## config.mk

```make
export PLATFORM = sky130hd
export DESIGN_NAME = spi_slave
export DESIGN_NICKNAME = d
export VERILOG_FILES = /design/src/rtl/spi_pkg.sv /design/src/rtl/spi_sync_edge.sv /design/src/rtl/spi_slave.sv
export SDC_FILE = /design/constraint.sdc
export NUM_CORES = 1
export LEC_CHECK = 0
export CAP_MARGIN = 20
export CELL_PAD_IN_SITES_DETAIL_PLACEMENT = 0
export CELL_PAD_IN_SITES_GLOBAL_PLACEMENT = 2
export CORE_ASPECT_RATIO = 1.25
export CORE_MARGIN = 2
export CORE_UTILIZATION = 35
export DETAILED_ROUTE_END_ITERATION = 7
export GPL_TIMING_DRIVEN = 0
export PLACE_DENSITY_LB_ADDON = 0.3
export SLEW_MARGIN = 40
export SYNTH_ARGS = -nofsm -noshare
export SYNTH_HDL_FRONTEND = slang
export SYNTH_SLANG_ARGS = --single-unit
```

## constraint.sdc

```tcl
create_clock -name clk -period 2.15 [get_ports clk]
set_clock_uncertainty 0.1 [all_clocks]
set_input_delay 0.5375 -clock clk [delete_from_list [all_inputs] [get_ports clk]]
set_output_delay 0.5375 -clock clk [all_outputs]
set_load 0.01 [all_outputs]
```

## src/rtl/spi_pkg.sv

```systemverilog
// spi_pkg -- definitions shared by both ends of the SPI link.
//
// Contents:
//   spi_state_t    IDLE / ACTIVE link state
//   SPI_CPOL       clock polarity of the link (mode 0)
//   SPI_CPHA       clock phase of the link (mode 0)
//   SPI_MSB_FIRST  bit order on the wire
package spi_pkg;

    typedef enum logic {
        IDLE   = 1'b0,
        ACTIVE = 1'b1
    } spi_state_t;

    localparam bit SPI_CPOL      = 1'b0;
    localparam bit SPI_CPHA      = 1'b0;
    localparam bit SPI_MSB_FIRST = 1'b1;

endpackage

```

## src/rtl/spi_sync_edge.sv

```systemverilog
// spi_sync_edge -- multi-flop synchronizer for one asynchronous input, plus
// one-cycle rise/fall strobes derived from the synchronized value.
//
// Parameters:
//   SYNC_STAGES  synchronizer depth (>= 2)
//   RESET_VAL    value of every flop while rst_n is low
// Ports:
//   clk    in   system clock
//   rst_n  in   asynchronous active-low reset
//   din    in   asynchronous input
//   dout   out  synchronized input
//   rise   out  one-cycle strobe: dout went 0 -> 1
//   fall   out  one-cycle strobe: dout went 1 -> 0
module spi_sync_edge #(
    parameter int   SYNC_STAGES = 2,
    parameter logic RESET_VAL   = 1'b0
) (
    input  logic clk,
    input  logic rst_n,
    input  logic din,
    output logic dout,
    output logic rise,
    output logic fall
);

    logic [SYNC_STAGES-1:0] sync_q;
    logic                   prev_q;

    always_ff @(posedge clk or negedge rst_n) begin
        if (!rst_n) begin
            sync_q <= {SYNC_STAGES{RESET_VAL}};
            prev_q <= RESET_VAL;
        end else begin
            sync_q <= {sync_q[SYNC_STAGES-2:0], din};
            prev_q <= sync_q[SYNC_STAGES-1];
        end
    end

    assign dout = sync_q[SYNC_STAGES-1];
    assign rise = dout & ~prev_q;
    assign fall = ~dout & prev_q;

endmodule

```

## src/rtl/spi_slave.sv

```systemverilog
// spi_slave -- SPI mode 0 (CPOL=0, CPHA=0) peripheral endpoint, MSB first,
// full duplex, any number of back-to-back words per chip-select frame.
// SCK, CS_N and MOSI are oversampled on clk; SCK high and low times must each
// be at least SYNC_STAGES+2 clk cycles.
//
// Optional feature macro: SPI_SLAVE_FRAME_ERR_EN (adds frame_err output).
//
// Parameters:
//   DATA_LENGTH  bits per word (>= 2)
//   SYNC_STAGES  synchronizer depth (>= 2)
// Ports:
//   clk        in   system clock
//   rst_n      in   asynchronous active-low reset
//   spi_sck    in   serial clock from master (asynchronous)
//   spi_cs_n   in   chip select, active low
//   spi_mosi   in   serial data from master
//   spi_miso   out  serial data to master
//   tx_data    in   next word to transmit, captured when tx_ack pulses
//   tx_ack     out  one-cycle pulse: tx_data captured
//   rx_data    out  last complete received word
//   rx_valid   out  one-cycle pulse: rx_data updated
//   busy       out  high while selected
//   frame_err  out  (macro only) one-cycle pulse: frame ended mid-word or
//                   without any complete word
module spi_slave
    import spi_pkg::*;
#(
    parameter int DATA_LENGTH = 8,
    parameter int SYNC_STAGES = 2
) (
    input  logic                   clk,
    input  logic                   rst_n,
    input  logic                   spi_sck,
    input  logic                   spi_cs_n,
    input  logic                   spi_mosi,
    output logic                   spi_miso,
    input  logic [DATA_LENGTH-1:0] tx_data,
    output logic                   tx_ack,
    output logic [DATA_LENGTH-1:0] rx_data,
    output logic                   rx_valid,
    output logic                   busy
`ifdef SPI_SLAVE_FRAME_ERR_EN
    ,
    output logic                   frame_err
`endif
);

    localparam int CNT_W = $clog2(DATA_LENGTH);
    localparam logic [CNT_W-1:0] LAST_BIT = CNT_W'(DATA_LENGTH - 1);

    spi_state_t state, state_next;

    logic sck_s, sck_rise, sck_fall;
    logic cs_s, cs_rise, cs_fall;
    logic mosi_s, unused_mosi_rise, unused_mosi_fall, unused_sck_s, unused_cs_s;

    // The bit currently on spi_miso is held in spi_miso itself, so the
    // shifters only keep the remaining DATA_LENGTH-1 bits.
    logic [DATA_LENGTH-2:0] tx_shift;
    logic [DATA_LENGTH-2:0] rx_shift;
    logic [CNT_W-1:0]       bit_cnt;
    logic                   word_end;
`ifdef SPI_SLAVE_FRAME_ERR_EN
    logic                   got_word;
`endif

    spi_sync_edge #(.SYNC_STAGES(SYNC_STAGES), .RESET_VAL(1'b0)) u_sync_sck (
        .clk(clk), .rst_n(rst_n), .din(spi_sck),
        .dout(sck_s), .rise(sck_rise), .fall(sck_fall)
    );

    spi_sync_edge #(.SYNC_STAGES(SYNC_STAGES), .RESET_VAL(1'b1)) u_sync_cs (
        .clk(clk), .rst_n(rst_n), .din(spi_cs_n),
        .dout(cs_s), .rise(cs_rise), .fall(cs_fall)
    );

    // MOSI goes through the same depth as SCK so data and clock stay aligned.
    spi_sync_edge #(.SYNC_STAGES(SYNC_STAGES), .RESET_VAL(1'b0)) u_sync_mosi (
        .clk(clk), .rst_n(rst_n), .din(spi_mosi),
        .dout(mosi_s), .rise(unused_mosi_rise), .fall(unused_mosi_fall)
    );

    assign unused_sck_s = sck_s;
    assign unused_cs_s  = cs_s;

    always_ff @(posedge clk or negedge rst_n) begin
        if (!rst_n) begin
            state <= IDLE;
        end else begin
            state <= state_next;
        end
    end

    always_comb begin
        state_next = state;
        busy       = 1'b0;
        case (state)
            IDLE: begin
                if (cs_fall) begin
                    state_next = ACTIVE;
                end
            end
            ACTIVE: begin
                busy = 1'b1;
                if (cs_rise) begin
                    state_next = IDLE;
                end
            end
            default: state_next = IDLE;
        endcase
    end

    always_ff @(posedge clk or negedge rst_n) begin
        if (!rst_n) begin
            spi_miso <= 1'b0;
            tx_ack   <= 1'b0;
            rx_data  <= '0;
            rx_valid <= 1'b0;
            tx_shift <= '0;
            rx_shift <= '0;
            bit_cnt  <= '0;
            word_end <= 1'b0;
`ifdef SPI_SLAVE_FRAME_ERR_EN
            frame_err <= 1'b0;
            got_word  <= 1'b0;
`endif
        end else begin
            tx_ack   <= 1'b0;
            rx_valid <= 1'b0;
`ifdef SPI_SLAVE_FRAME_ERR_EN
            frame_err <= 1'b0;
`endif
            if (state == IDLE) begin
                spi_miso <= 1'b0;
                if (cs_fall) begin
                    spi_miso <= tx_data[DATA_LENGTH-1];
                    tx_shift <= tx_data[DATA_LENGTH-2:0];
                    tx_ack   <= 1'b1;
                    bit_cnt  <= '0;
                    word_end <= 1'b0;
`ifdef SPI_SLAVE_FRAME_ERR_EN
                    got_word <= 1'b0;
`endif
                end
            end else begin
                // cs_rise takes priority over any coincident SCK edge.
                if (cs_rise) begin
                    spi_miso <= 1'b0;
                    bit_cnt  <= '0;
                    word_end <= 1'b0;
`ifdef SPI_SLAVE_FRAME_ERR_EN
                    frame_err <= (bit_cnt != '0) || !got_word;
`endif
                end else if (sck_rise) begin
                    rx_shift <= (DATA_LENGTH-1)'({rx_shift, mosi_s});
                    if (bit_cnt == LAST_BIT) begin
                        rx_data  <= {rx_shift, mosi_s};
                        rx_valid <= 1'b1;
                        bit_cnt  <= '0;
                        word_end <= 1'b1;
`ifdef SPI_SLAVE_FRAME_ERR_EN
                        got_word <= 1'b1;
`endif
                    end else begin
                        bit_cnt <= bit_cnt + CNT_W'(1);
                    end
                end else if (sck_fall) begin
                    if (word_end) begin
                        // Word boundary: the next word goes out on this fall.
                        spi_miso <= tx_data[DATA_LENGTH-1];
                        tx_shift <= tx_data[DATA_LENGTH-2:0];
                        tx_ack   <= 1'b1;
                        word_end <= 1'b0;
                    end else begin
                        spi_miso <= tx_shift[DATA_LENGTH-2];
                        tx_shift <= tx_shift << 1;
                    end
                end
            end
        end
    end

endmodule

```

# ---- Yosys cells after proc, flatten, opt, wreduce, memory -nomap -nowiden
# Index checks and enable logic that the tools add are counted.
dict set report totals {
  regBits 38
  latchBits 0
  ram_bits 0
  rom_bits 0
  input_bits 13
  out_inout_bits 12
  word_cells 77
  memories 0
}
dict set report op_classes {
  n_addsub 1
  n_mul 0
  div_mod_pow 0
  n_lt_le_gt_ge 0
  n_eq_ne 9
  shifts 0
  muxes 36
  n_bitwise 10
  n_reduce_logical 7
}
# op n
set op_table {}
lappend op_table {{7-bit 2-to-1 mux} 6}
lappend op_table {{1-bit 2-to-1 mux} 24}
lappend op_table {{3-bit 2-to-1 mux} 5}
lappend op_table {{4-bit AND reduction} 2}
lappend op_table {{3-bit by 1-bit != test with 1-bit output (second input constant)} 2}
lappend op_table {{1-bit NOT} 6}
lappend op_table {{3-bit AND reduction} 2}
lappend op_table {{1-bit AND} 4}
lappend op_table {{2-bit != test (second input constant)} 2}
lappend op_table {{4-bit by 1-bit != test with 1-bit output (second input constant)} 1}
lappend op_table {{4-bit by 2-bit != test with 1-bit output (second input constant)} 1}
lappend op_table {{2-bit AND reduction} 2}
lappend op_table {{3-bit by 1-bit adder with 3-bit output (second input constant)} 1}
lappend op_table {{3-bit equality test (second input constant)} 1}
lappend op_table {{3-bit by 2-bit != test with 1-bit output (second input constant)} 1}
lappend op_table {{2-bit by 1-bit != test with 1-bit output (second input constant)} 1}
lappend op_table {{1-bit one-hot mux with 2 select lines} 1}
lappend op_table {{2-bit nonzero test} 1}

# ---- Longest topological paths before layout
dict set report logic_depth {
  ltp_word 6
  ltp_mapped 6
  ltp_nobuf 4
}

# ---- By module
# From an unflattened synthesis, not the netlist that was laid out.
dict set report hier_totals {
  hier_cells 111
  hier_area_um2 1647.8
}
# module instances cells_each area_per_inst_um2
set by_module_without_submodules {}
lappend by_module_without_submodules {spi_slave 1 96 1373.8}
lappend by_module_without_submodules {{spi_sync_edge at u_sync_mosi ...} 2 5 90.1}
lappend by_module_without_submodules {{spi_sync_edge at u_sync_cs} 1 5 93.8}

# ---- Worst setup path before layout
# Ideal clock, no wire load.
dict set report synth_path {
  path_type {flip-flop to flip-flop}
  start {register bit_cnt[0]}
  end {register rx_data[0]}
  setup_time_ns 0.125
  t_arrival_ns 1.267
  required_ns 1.925
  setup_slack_ns 0.659
  stages_incl_launch_ff 5
  path_buffers 0
  path_cell_list {dfrtp_1 > ha_1 > ha_1 > nand4_4 > mux2_2}
}
dict set report synth_via {
  elab_chain_len 2
}
# element line
set synth_rtl {}
lappend synth_rtl {{from (decl)} spi_slave.sv:61} ;# logic [CNT_W-1:0] bit_cnt;
lappend synth_rtl {{from (signal assigned)} spi_slave.sv:165} ;# bit_cnt <= bit_cnt + CNT_W'(1);
lappend synth_rtl {{3-bit equality test} spi_slave.sv:156} ;# if (bit_cnt == LAST_BIT) begin
lappend synth_rtl {{4-bit AND reduction (no line)} n/a}
lappend synth_rtl {{to (signal assigned)} spi_slave.sv:157} ;# rx_data <= {rx_shift, mosi_s};
lappend synth_rtl {{to (decl)} spi_slave.sv:39} ;# output logic [DATA_LENGTH-1:0] rx_data,
# No other way between the ends.
# A chain may end at the register's enable or synchronous reset.

# ---- Final worst setup path
dict set report layout_path {
  start {register state}
  end {output busy}
}
dict set report layout_via {
  elab_chain_len 1
}
# element line
set layout_rtl {}
lappend layout_rtl {{from (decl)} spi_slave.sv:51} ;# spi_state_t state, state_next;
lappend layout_rtl {{from (signal assigned)} spi_slave.sv:90} ;# state <= state_next;
lappend layout_rtl {{1-bit 2-to-1 mux} spi_slave.sv:97} ;# case (state)
lappend layout_rtl {{to (decl)} spi_slave.sv:41} ;# output logic busy
# No other way between the ends.

==> flow_summary.ini <==
[grt]
grt_pass1_wl_um = 4353
overflow = 0
grt_max_degree = 39
track_usage_pct = 11.59
antenna_found_initial = 0
grt_pass1_vias = 940

[setup_path]
max_stage_delay_ns = 0.55
setup.worst_path.class = register to output port
crit_path_end_kind = output port
path_max_fanout = 3
cp.arrival_ns = 1.21
cp_slowest_cell = clkdlybuf4s50_1
required_ns = 1.51
start_kind = register
cp_top_family = buffers and inverters
crit_chain = clkdlybuf4s50_1
r2r_cells = 4
cp.depth = 1
crit_buf_inv = 1

[clock_network]
clock_sink_count = 38
post_cts_buffers = 0
insertion_delay_ns = 0.29
h-tree-depth = 2
root_buffer = clkbuf_8
numCtsBuffers = 5
ctsHoldBuffers = 0
cts_resized = 0
clk_pin_slew_ns = 0.07
cts_tree = built
cts_max_path_buffers = 2

[die]
die_h_um = 78.38
dieWidth_um = 63.50
dieArea_um2 = 4977
core-area_um2 = 4324
fp-row-count = 27
io_pins = 25
start_util_pct = 35.82

[timing]
slew_headroom_pct = 68.57
min_period_over_period_pct = 85.90
hold_viol = 0
slew_viol_final = 0
rsz0062_at_grt = no
finalSetupViolCount = 0
max_freq_ghz = 0.5414
worst_pin_slew_ns = 0.4715
setup-tns-final_ns = 0
finalCriticalPeriod_ns = 1.847

[synth]
yosysTopAreaCell = dfrtp_1
netlist_top_cells_area = dfrtp_1, mux2_1, dfstp_2, mux2i_1, mux2_2
synth_area_um2 = 1549
synth_cells = 114
ys_seq_elements = 38
syn_avg_cell_area_um2 = 13.59
synth_top_area_share_pct = 56.54
yosysSeqAreaShare_pct = 61.63
synth_warnings = 0
synth_cell_types = 25
synthesis.nets = 129

[power]
leakagePower_nw = 0.9182
peakVddDrop_uv = 516.2
p_total_mw = 1.889
powerDensity_nw_per_um2 = 943.5

[drt]
drt_iter0_markers = 15
drc = 0
vias_per_cell = 4.505
antenna_left = 0
drtPass1Iterations = 4
vias = 919
wl_um = 2518
routedWlPerCell_um = 12.34

[outcome]
status = finished, final reports clean

[placed_design]
place_congestion = 0.6650
post_dp_cell_area_um2 = 1859
dp_hpwl_um = 1718
io_buffers = 24

[cells_and_area]
utilization_pct = 46.30
area_growth_pct = 29.24
nNetsFinal = 160
layout-drive-gt1-share_pct = 18.49
fillers = 451
n_antenna_cell = 0
finalInstanceArea_um2 = 2002
final_cell_mix = dfrtp_1, clkdlybuf4s50_1, nand2_1, mux2_1, o21ai_1
mostFrequentLayoutCell = dfrtp_1

[run]
drv_cap = 0

[worst_hold_path]
hp-class = input pin to asynchronous set/reset pin
==> logic make-up after synthesis <==
logic type / count (synthesis) / share of synthesized area [%]
fa+ha+maj: 2 / 1.615
flops: 38 / 61.63
buf+inv: 6 / 2.584
mux: 23 / 16.16
simple gates: 28 / 10.66
compound gates: 17 / 7.351
==> final cells by class <==
cell class | count | area, um2 | area share [%]
Buffer | 4 | 32.53 | 1.625
Clock buffer | 6 | 82.58 | 4.125
Clock inverter | 2 | 60.06 | 3.000
Inverter | 2 | 7.507 | 0.3750
Multi-Input combinational cell | 70 | 554.3 | 27.69
Sequential cell | 38 | 954.7 | 47.69
Tap cell | 58 | 72.57 | 3.625
Timing Repair Buffer | 24 | 237.7 | 11.88
==> worst register-to-register path: cells and delay by family, from the launching register on <==
kind / cells / cell delay, ns
mux: 1 / 0.36
flops: 1 / 0.39
fa+ha+maj: 2 / 0.45
simple gates: 1 / 0.19
==> flip-flops by register name, summed over array words and instances (netlist names) <==
signal / flops
rx_data: 8
rx_shift: 7
tx_shift: 7
bit_cnt: 3
u_sync_cs.sync_q: 2
u_sync_mosi.sync_q: 2
u_sync_sck.sync_q: 2
rx_valid: 1
spi_miso: 1
state: 1
tx_ack: 1
u_sync_cs.prev_q: 1
u_sync_sck.prev_q: 1
word_end: 1
==> final timing paths <==
check                                                      end  slack, ns                            from
worst max register to register          rx_data[2]$_DFFE_PN0P_       0.55          bit_cnt[0]$_DFFE_PN0P_
min in group clk                u_sync_sck.sync_q[1]$_DFF_PN0_       0.25  u_sync_sck.sync_q[0]$_DFF_PN0_
worst min-delay path                           state$_DFF_PN0_       0.11                           rst_n
max in group asynchronous           u_sync_cs.prev_q$_DFF_PN1_       1.50                           rst_n
worst min register to register  u_sync_sck.sync_q[1]$_DFF_PN0_       0.25  u_sync_sck.sync_q[0]$_DFF_PN0_
worst max-delay path                                      busy       0.30                 state$_DFF_PN0_
==> report_power, final <==
group	internal (mW)	total, mW	switching, mW	leakage, nW
Sequential	0.839	0.909	0.0706	0.485
Combinational	0.131	0.239	0.109	0.362
Clock	0.495	0.740	0.245	0.0714
Total	1.46	1.89	0.425	0.918
==> routing by layer <==
metal  GRT usage, %  part of all wire (%)  up-vias
met1          13.70                    44      443
li1               -                     -      454
met5              0                     0        -
met2          18.63                    50       18
met3          3.582                   4.2        4
met4          6.522                   2.0        0
==> metrics by stage <==
step           worst slack, ns  hold WS [ns]  cells
4_1_cts                 0.2823        0.1208    204
6_report                0.3031        0.1087    204
3_3_place_gp           -0.4602        0.2348    196
3_5_place_dp            0.5509        0.2355    196
2_1_floorplan           0.6586        0.1419    114
5_1_grt                 0.2441        0.1292    204
==> cell usage after synthesis (all sizes together) <==
cell type,n
nor2b,1
nor2,5
ha,2
mux2,16
nor3b,1
dfrtp,35
nand4,1
a21oi,5
nand2,12
a41oi,1
a211oi,1
dfstp,3
mux2i,7
inv,2
nand3,2
nand2b,5
a22o,1
buf,4
o21ai,9
nand3b,1
(Power assumes the default switching activity.)
